[config.mk]
export PLATFORM = sky130hd
export DESIGN_NAME = hazard_fwd_unit
export DESIGN_NICKNAME = d
export VERILOG_FILES = /design/src/rtl/hazard_fwd_pkg.sv /design/src/rtl/hazard_fwd_unit_shadow.sv /design/src/rtl/hazard_fwd_unit.sv
export SDC_FILE = /design/constraint.sdc
export NUM_CORES = 1
export LEC_CHECK = 0
export ABC_AREA = 1
export BUFFER_PORTS_ARGS = -buffer_cell sky130_fd_sc_hd__buf_2
export CAP_MARGIN = 10
export CORE_MARGIN = 10
export CORE_UTILIZATION = 25
export CTS_BUF_LIST = sky130_fd_sc_hd__clkbuf_4
export DETAILED_ROUTE_END_ITERATION = 10
export PLACE_DENSITY_LB_ADDON = 0.1
export REMOVE_ABC_BUFFERS = 1
export SLEW_MARGIN = 5
export SYNTH_ARGS = -nofsm -noshare
export SYNTH_HDL_FRONTEND = slang
export SYNTH_HIERARCHICAL = 1
export SYNTH_SLANG_ARGS = --single-unit
[constraint.sdc]
create_clock -name clk -period 5.4 [get_ports clk]
set_clock_uncertainty 0.2 [all_clocks]
set_input_delay 1.08 -clock clk [delete_from_list [all_inputs] [get_ports clk]]
set_output_delay 1.08 -clock clk [all_outputs]
set_load 0.02 [all_outputs]
[src/rtl/hazard_fwd_pkg.sv]
// Shared constants for the decode-side hazard/forwarding unit.
package hazard_fwd_pkg;

  localparam int unsigned REG_BITS = 3;

  // RegSrc encoding whose selection of the memory read data marks an LD.
  localparam logic [1:0] REGSRC_MEM = 2'b01;

  function automatic logic is_load_sel(input logic [1:0] reg_src);
    return reg_src == REGSRC_MEM;
  endfunction

endpackage

[src/rtl/hazard_fwd_unit_shadow.sv]
// One shadow pipeline slot (valid + destination + load flag) with
// async active-low clear, hold, and bubble insertion.
module hazard_shadow_stage #(
  parameter int unsigned W = 3
) (
  input  logic         clk_i,
  input  logic         rst_ni,
  input  logic         hold_i,
  input  logic         bubble_i,
  input  logic         v_i,
  input  logic [W-1:0] reg_i,
  input  logic         ld_i,
  output logic         v_o,
  output logic [W-1:0] reg_o,
  output logic         ld_o
);

  logic         v_q, v_d;
  logic [W-1:0] reg_q, reg_d;
  logic         ld_q, ld_d;

  // A bubble only kills valid/load; the stale register field is harmless.
  always_comb begin
    v_d   = v_q;
    reg_d = reg_q;
    ld_d  = ld_q;
    if (!hold_i) begin
      if (bubble_i) begin
        v_d  = 1'b0;
        ld_d = 1'b0;
      end else begin
        v_d   = v_i;
        reg_d = reg_i;
        ld_d  = ld_i;
      end
    end
  end

  always_ff @(posedge clk_i or negedge rst_ni) begin
    if (!rst_ni) begin
      v_q   <= 1'b0;
      reg_q <= '0;
      ld_q  <= 1'b0;
    end else begin
      v_q   <= v_d;
      reg_q <= reg_d;
      ld_q  <= ld_d;
    end
  end

  assign v_o   = v_q;
  assign reg_o = reg_q;
  assign ld_o  = ld_q;

endmodule

[src/rtl/hazard_fwd_unit.sv]
// Decode-side forwarding flags, load-use stall and ID/EX bubble control,
// driven by a two-slot shadow of in-flight destinations (EX, MEM).
module hazard_fwd_unit import hazard_fwd_pkg::*; #(
  parameter int unsigned CNT_W = 16
) (
  input  logic                clk,
  input  logic                rst,
  input  logic [REG_BITS-1:0] src1,
  input  logic [REG_BITS-1:0] src2,
  input  logic                uses1,
  input  logic                uses2,
  input  logic                RegWrt_D,
  input  logic [REG_BITS-1:0] write_reg_D,
  input  logic                is_load_D,
  input  logic                flush,
  input  logic                freeze,
  output logic                EXFWD1_D,
  output logic                EXFWD2_D,
  output logic                MEMFWD1_D,
  output logic                MEMFWD2_D,
  output logic                stall,
  output logic                SendNOP_In,
  output logic [CNT_W-1:0]    stall_count
);

  logic                ex_v, ex_ld;
  logic [REG_BITS-1:0] ex_reg;
  logic                mem_v, mem_ld_unused;
  logic [REG_BITS-1:0] mem_reg;

  hazard_shadow_stage #(.W(REG_BITS)) u_ex (
    .clk_i    (clk),
    .rst_ni   (rst),
    .hold_i   (freeze),
    .bubble_i (SendNOP_In),
    .v_i      (RegWrt_D),
    .reg_i    (write_reg_D),
    .ld_i     (is_load_D),
    .v_o      (ex_v),
    .reg_o    (ex_reg),
    .ld_o     (ex_ld)
  );

  // MEM only needs valid+reg; its load flag is never consulted.
  hazard_shadow_stage #(.W(REG_BITS)) u_mem (
    .clk_i    (clk),
    .rst_ni   (rst),
    .hold_i   (freeze),
    .bubble_i (1'b0),
    .v_i      (ex_v),
    .reg_i    (ex_reg),
    .ld_i     (1'b0),
    .v_o      (mem_v),
    .reg_o    (mem_reg),
    .ld_o     (mem_ld_unused)
  );

  logic exm1, exm2, memm1, memm2, lu;

  assign exm1  = uses1 & ex_v  & (ex_reg  == src1);
  assign exm2  = uses2 & ex_v  & (ex_reg  == src2);
  assign memm1 = uses1 & mem_v & (mem_reg == src1);
  assign memm2 = uses2 & mem_v & (mem_reg == src2);
  assign lu    = (exm1 | exm2) & ex_ld;

  // Flush overrides a load-use: the squashed instruction needs no stall.
  assign stall      = lu & ~flush;
  assign SendNOP_In = lu | flush;
  assign EXFWD1_D   = exm1 & ~ex_ld & ~SendNOP_In;
  assign EXFWD2_D   = exm2 & ~ex_ld & ~SendNOP_In;
  assign MEMFWD1_D  = memm1 & ~exm1 & ~SendNOP_In;
  assign MEMFWD2_D  = memm2 & ~exm2 & ~SendNOP_In;

  logic [CNT_W-1:0] cnt_q, cnt_d;

  always_comb begin
    cnt_d = cnt_q;
    if (!freeze && stall && (cnt_q != {CNT_W{1'b1}}))
      cnt_d = cnt_q + {{(CNT_W-1){1'b0}}, 1'b1};
  end

  always_ff @(posedge clk or negedge rst) begin
    if (!rst) cnt_q <= '0;
    else      cnt_q <= cnt_d;
  end

  assign stall_count = cnt_q;

endmodule

==> qor.txt <==
Total track usage: 8.971%
Max Freq: 0.2833 GHz
Critical path cell sequence: buf_2 > inv_1 > nand2_1 > nand2_1 > nor2_1 > nand2_1 > nand2_2 > nand2_1 > nand2_1 > nor3_1 > buf_2
Unrepaired setup endpoints after global routing: false
Fin worst setup slack: 1.870 ns
Post-cts resize count: 0
Max_cap viols: 0
Status: finished, final reports clean
# DRC: 0
CP startpoint kind: input port
Cells after DPL: 348
Worst IR Drop VDD: 0.06622 mV
Antenna-violating nets left: 0
First-iteration detailed-routing DRC count: 42
Deepest clock path buffer count: 2
Mapped Cells: 233
Initial antenna violation count: 0
Initial Utilization: 26.11%
Input/output buffers: 38
CTS clock-pin slew for the worst setup and hold paths: 0.14 ns
Pre-CTS WS: 1.877 ns
Cts-stage hold buffer count: 0
CTS tree: done
Fillers: 709
Final period util: 65.37%
Root buffer cell: clkbuf_4
Antenna Cells: 0
Leakage power: 0.001141 uW
Largest net degree at the start of global routing: 26
Final cell count without fillers: 352
Share of cells above drive strength 1: 19.64%
Fin nets: 294
First-pass GRT wire length: 7603 um
Worst path slowest cell: buf_2
CTS Buf Count: 3
Vias in the first global route: 1578
Hold Vio Cnt, Final: 0
Vias/cell: 4.366
Pwr Total: 343.8 uW
Multi-input gate area: 908.4 um^2
Post-CTS Repair Setup Buffers: 0
PD cells: 173.5 mW/mm^2
IO Count: 39
Die Width: 101.9 um
Largest stage delay, worst path: 0.20 ns
Die Y: 101.9 um
Worst slew pin tran: 0.6084 ns
Sequential Area: 625.6 um^2
Yosys warning count: 6
TritonRoute pass-1 iters: 4
CP Capture Type: output pin
Crit path buffers/inverters: 3
DIE AREA: 0.01038 mm^2
Clock Latency Late Sink: 0.32 ns
Drt wl/cell: 12.64 um
Detail Placement HPWL: 3395 um
Cell Rows: 29
Final instance area: 0.001982 mm^2
H-tree depth: 1
Core box area: 0.006422 mm^2
TNS Setup: 0 ns
WS Path Type: input port to output pin
GPL Wtd Cong: 0.7912
DP Area: 0.001952 mm^2
Fin. max-slew vios: 0
Top Family by Delay on Critical Path: simple AND/OR/NAND/NOR gates
Total gr overflow: 0
# clock sinks: 25
HP Class: flop to flop
Via count: 1537
Max-slew headroom: 59.44%
CP required: 4.12 ns
Layout area overhead: 18.21%
Cell mode on critical path: nand2_1
Post-Route WL: 4448 um
Final min period: 3.530 ns
# setup viols final: 0
Mapped Area: 0.001677 mm^2
Critical path arrival: 2.25 ns
Max FO, Critical Path: 7
Syn Area/Cell: 7.196 um^2
==> final cells by class <==
cell class	count	area share, %
multi-input combinational	173	45.83
clock buffer	4	1.515
timing repair buffer	38	9.596
tap	77	4.861
sequential	25	31.57
inverter	35	6.629
==> flip-flops by register name, indices dropped and copies added, names as in the netlist <==
register	flops
stall_count	16
u_ex/v_o	1
u_mem/reg_o	3
u_mem/v_o	1
u_ex/reg_o	3
u_ex/ld_o	1
==> path summary, 6_finish.rpt <==
kind                                 from  slack, ns        endpoint  depth (start not counted)
setup reg to reg           stall_count[0]       3.34  stall_count[2]                         10
hold reg to reg            u_mem/reg_o[2]       0.33  u_mem/reg_o[2]                          2
max in group asynchronous             rst       4.05  u_mem/reg_o[0]                          1
hold / removal             u_mem/reg_o[2]       0.33  u_mem/reg_o[2]                          2
min in group asynchronous             rst       0.55  stall_count[4]                          1
setup / recovery                  src1[0]       1.87       MEMFWD2_D                         11
==> routing by layer <==
metal  GRT usage [%]  part of all wire (%)  vias to the layer above  wire, um
met1           11.46                    48                      706      2151
met2           14.36                    44                       25      1972
met4           2.711                  0.70                        0        31
li1                -                     -                      804         -
met3           2.564                   6.6                        2       292
met5               0                     0                        -         0
==> cells in the final DEF (no fill, tap or decap), types with 4 or more instances in the layout <==
cell and n:
nand2_1 89, buf_2 38, inv_1 35, dfrtp_1 25
o21bai_1 16, xor2_1 13, nor2_1 11, nor3_1 7
o21ai_0 6, nor2_4 5, nand3_1 5, clkbuf_4 4
conb_1 4
==> where the power goes <==
group	switching (uW)	internal, uW
Clock	58.4	33.9
Combinational	29.7	16.7
Sequential	9.81	195
==> worst reg2reg max path, cell delays in order, from the launching register on <==
cell and delay [ns]:
dfrtp_1 0.46, ha_1 0.25, nand3_2 0.12, nor2_4 0.06
nand2_2 0.09, nor2_4 0.04, nand2_2 0.07, nand2_4 0.14
nor2_4 0.40, nand2_1 0.10, nand2_1 0.08
==> stage by stage <==
| step | utilization [%] | hold slack [ns] |
|---|---|---|
| CTS | 30.86 | 0.3335 |
| finish | 30.86 | 0.3283 |
| floorplan | - | 0.2625 |
| detailed placement | 30.39 | 0.2982 |
| global placement | 30.39 | 0.2853 |
| global route | 30.86 | 0.3696 |
Power figures use the tool's default switching activity.
